--- config.mk ---
export PLATFORM = sky130hd
export DESIGN_NAME = ifu_fetch_queue
export DESIGN_NICKNAME = d
export VERILOG_FILES = /design/src/rtl/ifu_pkg.sv /design/src/rtl/ifu_lane_pick.sv /design/src/rtl/ifu_fetch_queue.sv
export SDC_FILE = /design/constraint.sdc
export NUM_CORES = 1
export LEC_CHECK = 0
export ABC_CLOCK_PERIOD_IN_PS = 9550
export BUFFER_PORTS_ARGS = -buffer_cell sky130_fd_sc_hd__clkbuf_2
export CORE_MARGIN = 2
export CORE_UTILIZATION = 53
export DETAILED_ROUTE_END_ITERATION = 8
export GPL_TIMING_DRIVEN = 0
export PLACE_DENSITY = 0.77
export SLEW_MARGIN = 20
export SYNTH_ARGS = -nofsm -noshare
export SYNTH_HDL_FRONTEND = slang
export SYNTH_SLANG_ARGS = --single-unit
export TNS_END_PERCENT = 20
--- constraint.sdc ---
create_clock -name clk_i -period 9.55 [get_ports clk_i]
set_clock_uncertainty 0.1 [all_clocks]
set_input_delay 0.4775 -clock clk_i [delete_from_list [all_inputs] [get_ports clk_i]]
set_output_delay 0.4775 -clock clk_i [all_outputs]
set_load 0.03 [all_outputs]
--- src/rtl/ifu_pkg.sv ---
// ifu_pkg: shared types and default sizes for the fetch-queue slice.
//   fetch_group_t : one fetch group as produced by the fetch unit.
//   lane_t        : one unpacked instruction lane presented to decode.
//   IFU_*         : default geometry used by ifu_fetch_queue parameters.
package ifu_pkg;

  localparam int IFU_GROUP_WORDS = 4;
  localparam int IFU_DEC_WIDTH   = 2;
  localparam int IFU_ERR_W       = 6;
  localparam int IFU_XLEN        = 64;

  typedef struct packed {
    logic [32*IFU_GROUP_WORDS-1:0] instr;
    logic [IFU_XLEN-1:0]           grouppc;
    logic [IFU_GROUP_WORDS-1:0]    validword;
    logic [IFU_ERR_W-1:0]          errtype;
  } fetch_group_t;

  typedef struct packed {
    logic [31:0]          instr;
    logic [IFU_XLEN-1:0]  pc;
    logic [IFU_ERR_W-1:0] errtype;
  } lane_t;

endpackage

--- src/rtl/ifu_lane_pick.sv ---
// ifu_lane_pick: picks the first DEC_WIDTH set bits of a word mask.
//   mask_i  : remaining-word mask of the head group
//   take_i  : number of lanes consumed this cycle (already clamped)
//   idx_o   : word index feeding each lane (0 when the lane is empty)
//   valid_o : lane valids, contiguous from lane 0
//   mask_o  : mask_i with the taken words cleared
module ifu_lane_pick
  import ifu_pkg::*;
#(
  parameter int GROUP_WORDS = IFU_GROUP_WORDS,
  parameter int DEC_WIDTH   = IFU_DEC_WIDTH,
  parameter int IDX_W       = $clog2(GROUP_WORDS),
  parameter int TAKE_W      = $clog2(DEC_WIDTH + 1)
) (
  input  logic [GROUP_WORDS-1:0] mask_i,
  input  logic [TAKE_W-1:0]      take_i,
  output logic [IDX_W-1:0]       idx_o [DEC_WIDTH],
  output logic [DEC_WIDTH-1:0]   valid_o,
  output logic [GROUP_WORDS-1:0] mask_o
);

  // rank = number of set bits below word w; the word with rank l feeds lane l.
  always_comb begin
    int rank;
    rank    = 0;
    valid_o = '0;
    mask_o  = mask_i;
    for (int l = 0; l < DEC_WIDTH; l++) idx_o[l] = '0;
    for (int w = 0; w < GROUP_WORDS; w++) begin
      if (mask_i[w]) begin
        for (int l = 0; l < DEC_WIDTH; l++) begin
          if (rank == l) begin
            idx_o[l]   = IDX_W'(w);
            valid_o[l] = 1'b1;
          end
        end
        if (rank < int'(take_i)) mask_o[w] = 1'b0;
        rank = rank + 1;
      end
    end
  end

endmodule

--- src/rtl/ifu_fetch_queue.sv ---
// ifu_fetch_queue: circular queue of fetch groups unpacked into decode lanes.
//   clk_i, arst_i              : clock, asynchronous active-high reset
//   flush_i                    : synchronous clear of all entries
//   enq_*                      : fetch group input with valid/ready handshake
//   deq_instr/pc/errtype/valid : per-lane outputs from the head group
//   deq_take_i                 : lanes accepted by decode this cycle
//   count_o, empty_o           : occupancy
module ifu_fetch_queue
  import ifu_pkg::*;
#(
  parameter int GROUP_WORDS = IFU_GROUP_WORDS,
  parameter int DEPTH       = 4,
  parameter int DEC_WIDTH   = IFU_DEC_WIDTH,
  parameter int XLEN        = IFU_XLEN,
  parameter int ERR_W       = IFU_ERR_W,
  localparam int PTR_W      = $clog2(DEPTH),
  localparam int CNT_W      = PTR_W + 1,
  localparam int TAKE_W     = $clog2(DEC_WIDTH + 1),
  localparam int IDX_W      = $clog2(GROUP_WORDS)
) (
  input  logic                      clk_i,
  input  logic                      arst_i,
  input  logic                      flush_i,
  input  logic [32*GROUP_WORDS-1:0] enq_instr_i,
  input  logic [XLEN-1:0]           enq_grouppc_i,
  input  logic [GROUP_WORDS-1:0]    enq_validword_i,
  input  logic [ERR_W-1:0]          enq_errtype_i,
  input  logic                      enq_valid_i,
  output logic                      enq_ready_o,
  output logic [32*DEC_WIDTH-1:0]   deq_instr_o,
  output logic [XLEN*DEC_WIDTH-1:0] deq_pc_o,
  output logic [ERR_W*DEC_WIDTH-1:0] deq_errtype_o,
  output logic [DEC_WIDTH-1:0]      deq_valid_o,
  input  logic [TAKE_W-1:0]         deq_take_i,
  output logic [CNT_W-1:0]          count_o,
  output logic                      empty_o
);

  logic [32*GROUP_WORDS-1:0] instr_mem [DEPTH];
  logic [XLEN-1:0]           pc_mem    [DEPTH];
  logic [ERR_W-1:0]          err_mem   [DEPTH];
  logic [GROUP_WORDS-1:0]    mask_mem  [DEPTH];

  logic [PTR_W-1:0] wr_ptr_reg, rd_ptr_reg;
  logic [CNT_W-1:0] count_reg;

  logic                      head_valid, head_fault;
  logic [GROUP_WORDS-1:0]    head_mask, mask_after;
  logic [ERR_W-1:0]          head_err;
  logic [XLEN-1:0]           head_pc;
  logic [31:0]               head_words [GROUP_WORDS];
  logic [IDX_W-1:0]          lane_idx [DEC_WIDTH];
  logic [DEC_WIDTH-1:0]      pick_valid, lane_valid;
  logic [TAKE_W-1:0]         n_valid, take_eff;
  logic                      enq_fire, enq_write, pop;

  assign head_valid = (count_reg != '0);
  assign head_mask  = mask_mem[rd_ptr_reg];
  assign head_err   = err_mem[rd_ptr_reg];
  assign head_pc    = pc_mem[rd_ptr_reg];
  assign head_fault = (head_err != '0);

  generate
    for (genvar gi = 0; gi < GROUP_WORDS; gi++) begin : g_words
      assign head_words[gi] = instr_mem[rd_ptr_reg][32*gi +: 32];
    end
  endgenerate

  ifu_lane_pick #(
    .GROUP_WORDS (GROUP_WORDS),
    .DEC_WIDTH   (DEC_WIDTH)
  ) u_pick (
    .mask_i  (head_mask),
    .take_i  (take_eff),
    .idx_o   (lane_idx),
    .valid_o (pick_valid),
    .mask_o  (mask_after)
  );

  // A faulting head offers only lane 0; pick's lane 0 already defaults to word 0.
  always_comb begin
    lane_valid = '0;
    if (head_valid) begin
      if (head_fault) lane_valid[0] = 1'b1;
      else            lane_valid    = pick_valid;
    end
    n_valid = '0;
    for (int l = 0; l < DEC_WIDTH; l++)
      if (lane_valid[l]) n_valid = n_valid + TAKE_W'(1);
  end

  assign take_eff = (deq_take_i > n_valid) ? n_valid : deq_take_i;
  assign pop      = (take_eff != '0) && (head_fault || (mask_after == '0));

  generate
    for (genvar gi = 0; gi < DEC_WIDTH; gi++) begin : g_lanes
      assign deq_instr_o[32*gi +: 32]         = head_words[lane_idx[gi]];
      assign deq_pc_o[XLEN*gi +: XLEN]        = head_pc + XLEN'({lane_idx[gi], 2'b00});
      assign deq_errtype_o[ERR_W*gi +: ERR_W] = head_fault ? head_err : '0;
    end
  endgenerate

  assign deq_valid_o = lane_valid;
  assign count_o     = count_reg;
  assign empty_o     = (count_reg == '0);
  assign enq_ready_o = (count_reg < CNT_W'(DEPTH));
  assign enq_fire    = enq_valid_i & enq_ready_o;
  // Empty, non-faulting groups are acknowledged but never stored.
  assign enq_write   = enq_fire && ((enq_validword_i != '0) || (enq_errtype_i != '0));

  always_ff @(posedge clk_i or posedge arst_i) begin
    if (arst_i) begin
      wr_ptr_reg <= '0;
      rd_ptr_reg <= '0;
      count_reg  <= '0;
      for (int i = 0; i < DEPTH; i++) mask_mem[i] <= '0;
    end else if (flush_i) begin
      wr_ptr_reg <= '0;
      rd_ptr_reg <= '0;
      count_reg  <= '0;
      for (int i = 0; i < DEPTH; i++) mask_mem[i] <= '0;
    end else begin
      // Head and tail slots differ whenever both are active (0 < count < DEPTH).
      if (take_eff != '0) mask_mem[rd_ptr_reg] <= pop ? '0 : mask_after;
      if (enq_write) begin
        mask_mem[wr_ptr_reg] <= enq_validword_i;
        wr_ptr_reg           <= wr_ptr_reg + PTR_W'(1);
      end
      if (pop) rd_ptr_reg <= rd_ptr_reg + PTR_W'(1);
      if (enq_write && !pop)      count_reg <= count_reg + CNT_W'(1);
      else if (!enq_write && pop) count_reg <= count_reg - CNT_W'(1);
    end
  end

  // Payload needs no reset: validity is carried by count and mask.
  always_ff @(posedge clk_i) begin
    if (enq_write && !flush_i) begin
      instr_mem[wr_ptr_reg] <= enq_instr_i;
      pc_mem[wr_ptr_reg]    <= enq_grouppc_i;
      err_mem[wr_ptr_reg]   <= enq_errtype_i;
    end
  end

  a_take_le_valid : assert property (@(posedge clk_i) disable iff (arst_i)
    deq_take_i <= n_valid);

endmodule

==> results.toml <==
[cells_and_area]
final.fill_count = 4290
regMostFlops = "instr_mem"
drive_gt1_share_pct = 29.4
multi_input_area_sq_um = 9830
nNetsFinal = 3021
largest_reg_flops = 512
layout_commonest_cell = "edfxtp_1"
final-seq-area_sq_um = 24400
area_delta_synth_final_pct = 25.5
finalNonFillerCells = 3716
stdcell_area_sq_um = 43700
final_cell_mix = "edfxtp_1, clkbuf_2, nand2_1"
largestRegisters = "instr_mem: 512 flops, pc_mem: 256 flops, err_mem: 24 flops"
fin_util_pct = 67.5

[drt]
post_drt_via_cell_ratio = 6.04
routed-wl-met2_um = 49400
vias = 22500
final_antenna_net_count = 0
drtIter0Drc = 2411
top_layer_used = "met5"
drcViolationCount = 0
dr_wl_met3_um = 8990
wire_per_inst_um = 26.1
wirelength_um = 97000
routedLengthMet1_um = 35100
drtPass1Iterations = 5

[timing]
finalCritPeriodShare_pct = 88.0
drv_slew = 0
max_freq_mhz = 119
setup_viol = 0
hold_viol = 0
setup_slack_ns = 1.15
grt_setup_unrepaired = "false"
max_slew_margin_pct = 29.9
setup_tns_ns = 0
fin_crit_ns = 8.40
tightest_slew_ns = 1.05

[yosys]
synth-edff-count = 792
async_reset_ff_share_pct = 2.82
synth_top_family_by_area = "multiplexers"
syn-cell-area_sq_um = 34800
synth_compound_area_share_pct = 2.68
synth_cells = 2046
synth-xor-area-share_pct = 3.14
synth-seq-cells = 815
yosys.area.top_type = "edfxtp_1"
syn_avg_cell_area_sq_um = 17.0
synth_top_area_share_pct = 68.4
yosys.area_share.simple_pct = 8.17
ys_warn_count = 0
synth_cell_types = 59
synth_fa_ha_area_share_pct = 0.964
synth_fp_nets = 2279
synth_area_leaders = "edfxtp_1, mux4_2, nand2_1"
seq_area_frac_synth_pct = 70.0
synth.mux.area_fraction_pct = 13.2
synth_ff_type = "edfxtp_1"

[floorplanning]
num_io_pins = 419
coreArea_sq_um = 64700
rows = 93
dieWidth_um = 260
die_area_sq_um = 67700
initial_core_util_pct = 53.8
fp.dieH_um = 260

[global_route]
grtUsageTotal_pct = 28.6
antenna_found_initial = 11
grt_pass1_vias = 23200
grt_pass1_wl_um = 144000
grt_max_degree = 24
grt-ovfl-total = 0

[worst_setup_path]
end_kind = "output port"
cp_max_fo = 10
start_kind = "flop"
critical_path_class = "reg2out"
arrival_ns = 7.82
required_ns = 8.97

[clock_network]
cts_root_buf = "clkbuf_16"
clock-sinks = 815
insertion_delay_ns = 0.62
cts-resized-gates = 0
cts.hold.buffers_added = 198
path_clk_slew_ns = 0.07
numCtsBuffers = 83
cts-htree-levels = 3
cts.path.max_buffers = 3
cts_tree = "built"
cts_setup_buffers = 0

[placed_design]
place_area_sq_um = 38900
dpl.hpwl_um = 67800
dp.cells = 3360
dp_slack_ns = 1.90
place.gp.congestion = 0.964
io_buffers = 418

[status]
status = "complete, no violations"

[power]
ir_drop_v = 0.000348
p_leak_nw = 15.3
p_per_area_nw_per_um2 = 319

[worst_hold_path]
hp-class = "in2reg"

[flow_run]
maxCapViolCount = 0
-- cell usage after synthesis, types with 2 or more instances --
| library cell | count |
|---|---|
| a31oi_1 | 64 |
| a311oi_1 | 10 |
| a21oi_1 | 8 |
| o21ai_0 | 3 |
| nor3_2 | 3 |
| xnor2_1 | 64 |
| nor2_1 | 99 |
| or4_1 | 5 |
| buf_6 | 4 |
| buf_4 | 14 |
| nand3b_1 | 3 |
| a211oi_1 | 35 |
| o31a_1 | 4 |
| nor4b_1 | 2 |
| and2_1 | 44 |
| or2_1 | 3 |
| inv_1 | 23 |
| fa_1 | 3 |
| nand4_1 | 25 |
| or3_1 | 6 |
| and3_1 | 38 |
| dfrtp_1 | 23 |
| clkbuf_1 | 58 |
| nor3b_1 | 3 |
| buf_1 | 6 |
| nand2_1 | 293 |
| nand2b_1 | 3 |
| nand3_1 | 38 |
| a21o_1 | 2 |
| ha_1 | 22 |
| nor2b_1 | 3 |
| or2_2 | 2 |
| nor3_1 | 16 |
| nor4_1 | 10 |
| mux2i_1 | 4 |
| xor2_1 | 58 |
| mux4_2 | 202 |
| and4_1 | 6 |
| buf_2 | 26 |
| edfxtp_1 | 792 |
-- cells by family (layout without fill, tap and decap cells) --
family / after synthesis / after routing
and+or+nand+nor: 610 / 610
AOI/OAI and AO/OA: 134 / 134
adders and majority gates: 25 / 25
other: 0 / 10
buffers and inverters: 132 / 937
muxes: 207 / 207
DFF: 815 / 815
xor gates and xnor gates: 123 / 123
-- final cells by class --
cell class	instances	area share (%)
sequential	815	55.8
multi-input combinational	1099	22.5
timing repair buffer	657	11.5
clock buffer	101	5.01
tap	855	2.45
buffer	109	1.24
clock inverter	47	1.20
inverter	23	0.198
antenna	10	0.0573
-- layer usage --
layer	track usage [%]	vias up
met5	0	-
met4	10.5	8
met3	5.64	270
met2	49.5	1401
met1	36.1	11200
li1	-	9558
-- worst paths after layout --
path / start / to / slack [ns] / depth (start not counted)
max: rd_ptr_reg[1]$_DFFE_PP0P_ / deq_pc_o[58] / 1.15 / 23
min: enq_grouppc_i[4] / pc_mem[0][4]$_DFFE_PP_ / 0.04 / 1
max reg2reg: rd_ptr_reg[1]$_DFFE_PP0P_ / count_o[1]$_DFFE_PP0P_ / 1.82 / 26
min reg2reg: mask_mem[8]$_DFF_PP0_ / mask_mem[8]$_DFF_PP0_ / 0.44 / 2
max in group asynchronous: arst_i / mask_mem[13]$_DFF_PP0_ / 8.13 / 3
min in group asynchronous: arst_i / mask_mem[3]$_DFF_PP0_ / 0.57 / 3
-- per-stage QoR --
step | power, W | hold slack (ns)
after global placement | 0.0105 | 0.423
after floorplan | 0.00860 | 0.379
after detailed placement | 0.0106 | 0.430
after global routing | 0.0144 | 0.0254
after CTS | 0.0139 | 0.0000513
final | 0.0139 | 0.0385
-- report_power, final --
part	internal, W	switching (W)	total [W]
registers	0.00416	0.0000633	0.00423
clock network	0.00190	0.00132	0.00323
logic	0.00214	0.00433	0.00647
total	0.00821	0.00571	0.0139
-- critical path, cell delays in order (launching register included) --
cell and delay, ns:
dfrtp_1 0.41, buf_2 0.23, buf_2 0.35, buf_4 0.30, buf_2 0.35, mux4_2 0.42, inv_1 0.13, ha_1 0.30
nor3_1 0.21, o21ai_0 0.16, nor2b_1 0.22, inv_1 0.09, clkbuf_1 0.43, clkbuf_1 0.74, ha_1 0.35, fa_1 0.29
nand2_1 0.12, nor3_1 0.68, and3_1 0.25, buf_2 0.23, nand2_1 0.28, nor2_1 0.20, xor2_1 0.19, clkbuf_2 0.24
Power figures use the tool's default switching activity.
